$ cat src/rtl/fetch_pc.sv
// Program counter and instruction-fetch stage: one imem request per instruction,
// holds the returned word for decode and steps to PC+4 or the branch/jump target.
module fetch_pc #(
  parameter int unsigned    N        = 32,
  parameter logic [N-1:0]   RESET_PC = {N{1'b0}}
) (
  input  logic          clk,
  input  logic          rst_n,
  input  logic          PCSrc,
  input  logic          JumpReg,
  input  logic [N-1:0]  Target,
  input  logic          stall,
  output logic          imem_req,
  output logic [N-1:0]  imem_addr,
  input  logic          imem_gnt,
  input  logic          imem_rvalid,
  input  logic [31:0]   imem_rdata,
  output logic [31:0]   instr,
  output logic          instr_valid,
  output logic [N-1:0]  pc,
  output logic [N-1:0]  pc_plus4,
  output logic          misaligned,
  output logic [1:0]    fsm_state
);

  // Handshake: a fetch is issued while imem_req is high and completes on the
  // cycle imem_gnt is seen with it; exactly one imem_rvalid follows, no earlier
  // than the next cycle. Decode consumes instr in any cycle with instr_valid=1
  // and stall=0.

  typedef enum logic [1:0] {
    S_FETCH = 2'd0,
    S_WAIT  = 2'd1,
    S_HOLD  = 2'd2,
    S_HALT  = 2'd3
  } state_t;

  localparam logic [N-1:0] PC_STEP     = N'(4);
  localparam logic [N-1:0] RESET_PC_AL = {RESET_PC[N-1:2], 2'b00};
  localparam logic [31:0]  NOP_WORD    = 32'h0000_0013;

  state_t         state_q, state_d;
  logic           req_q;
  logic [N-1:0]   pc_q;
  logic [31:0]    instr_q;
  logic           valid_q;
  logic           misaligned_q;

  logic           consume;
  logic           take_bad;
  logic [N-1:0]   tgt;
  logic [N-1:0]   seq_pc;
  logic [N-1:0]   next_pc;

  // State register. imem_req is decoded from the next state so it is a clean
  // flop output that stays low throughout reset.
  always_ff @(posedge clk or negedge rst_n) begin
    if (!rst_n) begin
      state_q <= S_FETCH;
      req_q   <= 1'b0;
    end else begin
      state_q <= state_d;
      req_q   <= (state_d == S_FETCH);
    end
  end

  // Next-state logic
  always_comb begin
    state_d = state_q;
    case (state_q)
      S_FETCH: if (req_q && imem_gnt) state_d = S_WAIT;
      S_WAIT:  if (imem_rvalid)       state_d = S_HOLD;
      S_HOLD:  if (consume)           state_d = take_bad ? S_HALT : S_FETCH;
      S_HALT:                         state_d = S_HALT;
      default:                        state_d = S_FETCH;
    endcase
  end

  // Output and next-PC decode
  always_comb begin
    consume     = (state_q == S_HOLD) && !stall;
    tgt         = JumpReg ? {Target[N-1:1], 1'b0} : Target;
    seq_pc      = pc_q + PC_STEP;
    next_pc     = PCSrc ? tgt : seq_pc;
    take_bad    = PCSrc && (tgt[1:0] != 2'b00);
    imem_req    = req_q;
    imem_addr   = pc_q;
    instr       = instr_q;
    instr_valid = valid_q;
    pc          = pc_q;
    pc_plus4    = seq_pc;
    misaligned  = misaligned_q;
    fsm_state   = state_q;
  end

  // Datapath: a misaligned taken target freezes the PC and parks the stage.
  always_ff @(posedge clk or negedge rst_n) begin
    if (!rst_n) begin
      pc_q         <= RESET_PC_AL;
      instr_q      <= NOP_WORD;
      valid_q      <= 1'b0;
      misaligned_q <= 1'b0;
    end else begin
      if ((state_q == S_WAIT) && imem_rvalid) begin
        instr_q <= imem_rdata;
        valid_q <= 1'b1;
      end
      if (consume) begin
        valid_q <= 1'b0;
        if (take_bad) begin
          misaligned_q <= 1'b1;
        end else begin
          pc_q <= next_pc;
        end
      end
    end
  end

endmodule
$ cat config.mk
export PLATFORM = sky130hd
export DESIGN_NAME = fetch_pc
export DESIGN_NICKNAME = d
export VERILOG_FILES = /design/src/rtl/fetch_pc.sv
export SDC_FILE = /design/constraint.sdc
export NUM_CORES = 1
export LEC_CHECK = 0
export CORE_MARGIN = 3
export CORE_UTILIZATION = 30
export DETAILED_ROUTE_END_ITERATION = 8
export PLACE_DENSITY = 0.72
export SKIP_LAST_GASP = 1
export SLEW_MARGIN = 20
export SYNTH_ARGS = -nofsm -noshare
export SYNTH_HDL_FRONTEND = slang
export SYNTH_SLANG_ARGS = --single-unit
$ cat constraint.sdc
create_clock -name clk -period 6.1 [get_ports clk]
set_input_delay 0.915 -clock clk [delete_from_list [all_inputs] [get_ports clk]]
set_output_delay 0.915 -clock clk [all_outputs]
set_load 0.1 [all_outputs]
==> results.txt, run 1 <==
- Clock net sink count: 69
* Post-detailed-route DRC marker count: 0
* Max-cap check violation count: 0
- Total detailed-routing wirelength: ~14 mm
- Die Span Y: between 100 and 150 um
- Starting Density: 31.2%
* Share of synthesized flip-flops with an asynchronous set or reset: between 90% and 100%
* Commonest cells after routing, fill and taps aside: clkdlybuf4s50_1 (202), dfrtp_1 (66), mux2_2 (33), nand2_1 (30), nor2_1 (26)
- Max stage delay cell, worst path: clkdlybuf4s50_1
- CTS tree: yes
* Detailed-router iteration count before antenna repair: 4
- The final count of pins violating max slew came to 0.
* Final setup violation count: 0
- Worst-path cell chain: nand4_2, nor4_1, nand4_1, xnor2_1, clkdlybuf4s50_1
* Clock Latency Late Sink: around 0.33 ns
- The detailed router placed 3950 vias in this run.
- Setup slack on the worst reg-to-reg path comes out at 3.45 ns.
- At the end of routability-driven placement, the weighted congestion stood at 0.778.
- Pin slew with the least headroom to its limit: 1.06 ns
- Number of gates resized after CTS: 0
- CTS Buffer Depth: 2
- For this run, the number of Yosys warnings is 0.
- Die outline area: 15500 um2
* Clock slew seen by the registers of the worst setup and hold paths: 0.06 ns
- Number of buffers created by CTS: 9
- For the final routed database, the setup TNS stands at 0 ns.
- First-pass GRT wire length: between 20 and 25 mm
* Status: finished clean
* Post-CTS Hold Buffers: 0
* Number of synthesized register bits: 69
- The core region is 13500 um2.
* Post-synth cell types: 49
* I/O pin count: 204
- Derived from the worst setup path, the maximum achievable clock frequency is roughly 220 MHz.
- Startpoint types: flip-flop
- The wire-length estimate of the detail-placed layout is 10.1 mm.
- On the final layout, the worst clock skew is 0.00765 ns.
- Count of mapped cells out of synthesis: 442
- Entering global routing, the biggest net connects 70 pins.
* Most common cell after layout, fill and taps aside: clkdlybuf4s50_1
* Via count of the first global-routing pass: 4059
- Worst Hold Class: reg -> reg
- Crit-path leading delay family: simple AND/OR/NAND/NOR gates
- H-tree depth: 3
- The die is 125 um wide.
- Summing every instance area after synthesis gives ~4200 um2.
* Final hold viol count: 0
* Buffers inserted by post-CTS timing repair: 0
- Compared with the post-synthesis result, the final layout area differs by 52.7%.
- In this run the tightest slew margin relative to its limit is 28.9%.
- In the final design database the tool counted 663 nets.
- After global routing the overflow that remains totals 0.
- Number of nets with antenna violations after detailed routing: 0
- Post-route fraction of the period consumed by the critical path: 76.2%
- For this run, the slowest stage of the critical path takes between 1 and 1.5 ns.
- Cells with a size suffix above 1 make up 10.6% of the layout.
* Final-layout fill cell count: 1244
- Unrepaired setup endpoints after global routing: no
- Dividing the detail-routed wire length by the instance count gives 17.9 um.
- Average footprint of a synthesized cell: 9.54 um2
- Maximum fanout encountered on the critical timing path: 12
* Leading register cell type out of synthesis: dfrtp_1
- Post-synth EDFFs: 0
- Counting every net in the synthesized netlist gives about 510.
* Count of routing violations after the opening detailed-route iteration: 230
- STA puts the critical path data arrival time at ~3.7 ns.
- Via/cell ratio: 5.12
* Critical path buffer and inverter count: 1
- The worst setup path is captured at a primary output.
- Register area share after synthesis: between 40% and 50%
- The number of antenna violations at the first check in global routing was 1.
- STA puts the critical path data required time at 5.18 ns.
- The repair_antennas step left the layout with diodes totalling 0.
- Final Critical Period: around 4.6 ns
- Port-buffer cells: 203
* CTS Root Cell: clkbuf_16
* WS Path Type: reg -> out
- Global routing usage summed across all routing layers: 17.6%
- The floorplan has 42 rows.
synthesized netlist by cell type, types with 3 or more instances:
library cell / n / area, um2
o22ai_1: 15 / 93.8
mux2_2: 33 / 372
o221ai_1: 5 / 43.8
o21a_1: 3 / 22.5
a21boi_0: 5 / 37.5
nor3_1: 7 / 35.0
buf_4: 34 / 255
nand2_1: 30 / 113
nand4_1: 16 / 100
buf_6: 3 / 33.8
and2_1: 4 / 25.0
o22a_1: 8 / 70.1
buf_2: 3 / 15.0
nor2_1: 26 / 97.6
nor4_1: 6 / 37.5
a22o_1: 4 / 35.0
inv_1: 10 / 37.5
a21oi_1: 21 / 105
nand3_1: 15 / 75.1
o21ai_0: 10 / 50.1
and3_1: 12 / 75.1
clkbuf_1: 27 / 101
buf_1: 3 / 11.3
a22oi_1: 4 / 30.0
dfrtp_1: 66 / 1650
xnor2_1: 22 / 193
xor2_1: 7 / 61.3
dfstp_2: 3 / 78.8
a211oi_1: 5 / 37.5
mux2i_1: 12 / 120
registers in the layout (all words and copies together), names as in the netlist:
name	count
misaligned	1
imem_req	1
imem_addr	32
instr_valid	1
fsm_state	2
instr	32
area by class of cell:
| type | count | area [um2] | share of cell area, % |
|---|---|---|---|
| repair buffers | 208 | 2070 | 32.1 |
| multi-input cells | 293 | 2040 | 31.7 |
| flip-flops and latches | 69 | 1730 | 26.9 |
| clock buffers | 10 | 229 | 3.56 |
| well taps | 176 | 220 | 3.42 |
| clock inverters | 6 | 111 | 1.73 |
| inverters | 10 | 37.5 | 0.583 |
routing by layer:
layer,GRT usage [%],routed length (um)
met1,20.6,5500
met2,29.1,6520
met3,7.63,1580
met4,5.80,219
met5,0,13
worst reg2reg max path: stages, from the launching register on:
cell	delay, ns
dfrtp_1	0.49
or3b_1	0.72
or3_1	0.77
o22ai_1	0.29
a21oi_1	0.10
a21boi_0	0.14
worst paths after layout:
| kind | from | endpoint | depth (start not counted) |
|---|---|---|---|
| setup / recovery | imem_addr[5] | pc_plus4[31] | 5 |
| hold / removal | misaligned | misaligned | 1 |
| setup reg to reg | fsm_state[0] | imem_addr[13] | 5 |
| min in group asynchronous | rst_n | instr[22] | 1 |
| max in group asynchronous | rst_n | imem_addr[11] | 1 |
| hold reg to reg | misaligned | misaligned | 1 |
per-stage QoR:
step	util (%)	setup WS (ns)	cell area (um2)	hold slack, ns	std cells
6_report	47.7	1.45	6440	0.473	772
5_1_grt	47.7	1.21	6440	0.491	772
4_1_cts	47.6	1.44	6430	0.478	772
3_5_place_dp	45.1	1.81	6090	0.454	756
3_3_place_gp	45.1	1.87	6090	0.453	756
2_1_floorplan	-	1.34	4220	0.619	442
cell families after synthesis:
kind of cell,after synthesis,share of synthesized area [%]
fa+ha+maj,1,0.297
flops,69,41.0
mux,45,11.7
buf+inv,80,10.8
simple gates,130,16.3
xor+xnor,29,6.02
compound gates,88,13.9
Power of run 1 is not shown: default switching activity piles up to over one toggle a cycle in this logic, so the estimate is an artifact.
==> inputs of run 2 (changes only) <==
PLACE_DENSITY = 0.75   (was 0.72)
clock period = 4 ns   (was 6.1 ns; I/O delays follow)
==> results.txt, run 2 (same netlist as run 1, synthesis figures left out) <==
* Status: finished clean
* Commonest cells after routing, fill and taps aside: clkdlybuf4s50_1 (174), dfrtp_1 (66), buf_4 (35), mux2_2 (33), nand2_1 (30)
* Largest net degree at the start of global routing: 70 (unchanged)
- The number of hold violations in the final report is 0 (unchanged).
* Port-buffer cells: 203 (unchanged)
- Final setup violation count: 0 (unchanged)
- Arrival time worst endpoint: 2.98 ns (-0.75 ns)
- The total number of placement rows came to 42 (unchanged).
- The clock latency on the worst-skew pair came to 0.33 ns (about the same).
* Peak clock frequency supported by timing: 279 MHz
- The total number of clock tree sinks came to 69 (unchanged).
- CTS tree: yes
- Die boundary width: 125 um (unchanged)
* DP HPWL: 10.2 mm (+1.2%)
* Total detailed-routing wirelength: 13.8 mm (+0.10%)
* CTS Root Cell: clkbuf_16
* Post-route fraction of the period consumed by the critical path: around 90%
- Relative area change from synthesis to final layout: 53.5%
- Clock slew seen by the registers of the worst setup and hold paths: 0.06 ns (about the same)
- The wire length of the first global-routing pass was 22.0 mm (-0.22%).
- Buffers inserted by post-CTS timing repair: 0 (unchanged)
* Fin Clk Skew: 0.00626 ns (-0.00140 ns)
- Final global-route overflow total: 0 (unchanged)
* H-tree depth: 3 (unchanged)
- The global routing usage summed across all routing layers came to 17.5% (-0.092 points).
- Max Slew Vio Count: 0 (unchanged)
- The number of routed nets with antenna violations is 0 (unchanged).
* Unrepaired setup endpoints after global routing: no
- The number of buffers added by the clock tree synthesis step was 9 (unchanged).
- The starting utilization of the core area is 31.2% (unchanged).
* CTS Buffer Depth: 2 (unchanged)
- The worst slew slack as a fraction of its limit was 32.3% (+3.4 points).
- Antenna diode count: 0 (unchanged)
- Share of cells above drive strength 1: 18.6% (+8.0 points)
- The number of global-route vias before repair came to 4098 (+0.96%).
* DR WL/cell: 17.9 um (about the same)
- The number of gates resized after CTS came to 0 (unchanged).
- The number of search-and-repair iterations in the first detailed-routing pass was 5 (+1).
- The number of antenna violations at the first check in global routing came to 0 (-1).
- Required time of the critical path: 3.40 ns (-1.78 ns)
- The top fanout value on the critical path came to 9 (-3).
* Post-CTS Hold Buffers: 0 (unchanged)
- Routability congestion estimate from global placement: 0.787 (+1.2%)
* Startpoint types: flip-flop
- The number of design-rule violations left by the first detailed-router iteration came to 413 (+80%).
- The area taken by flip-flops and latches was 1730 um2 (unchanged).
* Pin slew with the least headroom to its limit: 1.01 ns (-0.0511 ns)
- Worst Hold Class: in -> async
* WS Path Type: reg -> out
- The post-detailed-route via-to-cell ratio was 5.25 (+2.7%).
* Footprint of the multi-input gates: 2180 um2 (+6.8%)
- Leaving out fill and tap cells, the most frequent cell in the layout is clkdlybuf4s50_1.
- Setup total negative slack: 0 ns (unchanged)
- Number of vias after detailed routing: 4061 (+2.8%)
* Std-Cell Core Area: 13500 um2 (unchanged)
* Max-cap check violation count: 0 (unchanged)
- The total number of nets in the final design was 664 (+0.15%).
- Die outline area: 15500 um2 (unchanged)
* Final-layout fill cell count: 1225 (-1.5%)
- Final Critical Period: 3.58 ns
- The post-detailed-route DRC marker count is 0 (unchanged).
- Kind of end point of the critical path: primary output
- Die Span Y: 125 um (unchanged)
- The worst hold slack after final layout was 0.408 ns (-0.0659 ns).
* I/O pin count: 204 (unchanged)
[run 2: cell count changes in the layout (fill, tap and decap cells not counted), moves of 2 or more]
cell,change
buf_4,+29
bufinv_16,-2
clkdlybuf4s50_1,-28
clkinv_4,+2
xnor2_1,-14
xnor2_2,+14
xor2_1,-5
xor2_2,+5
[run 2: metal layers]
| layer | vias to the layer above | global-route usage [%] | share of wire, % |
|---|---|---|---|
| li1 | 1849 | - | - |
| met3 | 10 | 6.78 | 12 |
| met4 | 0 | 5.42 | 0.87 |
| met1 | 1943 | 21.9 | 41 |
| met5 | - | 0 | 0 |
| met2 | 259 | 28.0 | 47 |
[run 2: final cells by class]
type                    count  share of cell area [%]
flip-flops and latches     69                    26.7
well taps                 176                    3.40
repair buffers            209                    31.0
multi-input cells         293                    33.7
clock inverters             7                    1.16
clock buffers               9                    3.48
inverters                  10                   0.580
[run 2: worst max-delay path: stages (launching register included)]
cell     delay [ns]
dfrtp_1        0.57
nand3_1        0.40
nor4_1         0.79
nand4_1        0.36
xnor2_2        0.21
buf_4          0.31
[run 2: final timing paths]
check | from | endpoint | slack (ns) | depth (start not counted)
max in group asynchronous | rst_n | instr[26] | 3.01 | 1
min in group clk | misaligned | misaligned | 0.47 | 1
setup / recovery | imem_addr[4] | pc_plus4[31] | 0.42 | 5
hold / removal | rst_n | imem_addr[25] | 0.41 | 1
hold reg to reg | misaligned | misaligned | 0.47 | 1
setup reg to reg | imem_addr[4] | imem_addr[31] | 1.35 | 5
[run 2: per-stage QoR]
| step | instance area (um2) | instances | util (%) | worst slack [ns] |
|---|---|---|---|---|
| after floorplan | 4360 | 442 | - | 0.127 |
| after global placement | 6170 | 757 | 45.7 | 0.869 |
| after detailed placement | 6170 | 757 | 45.7 | 0.844 |
| after CTS | 6470 | 773 | 47.9 | 0.477 |
| after global routing | 6470 | 773 | 47.9 | 0.318 |
| final | 6470 | 773 | 47.9 | 0.417 |
Power of run 2 is left out for the same reason.
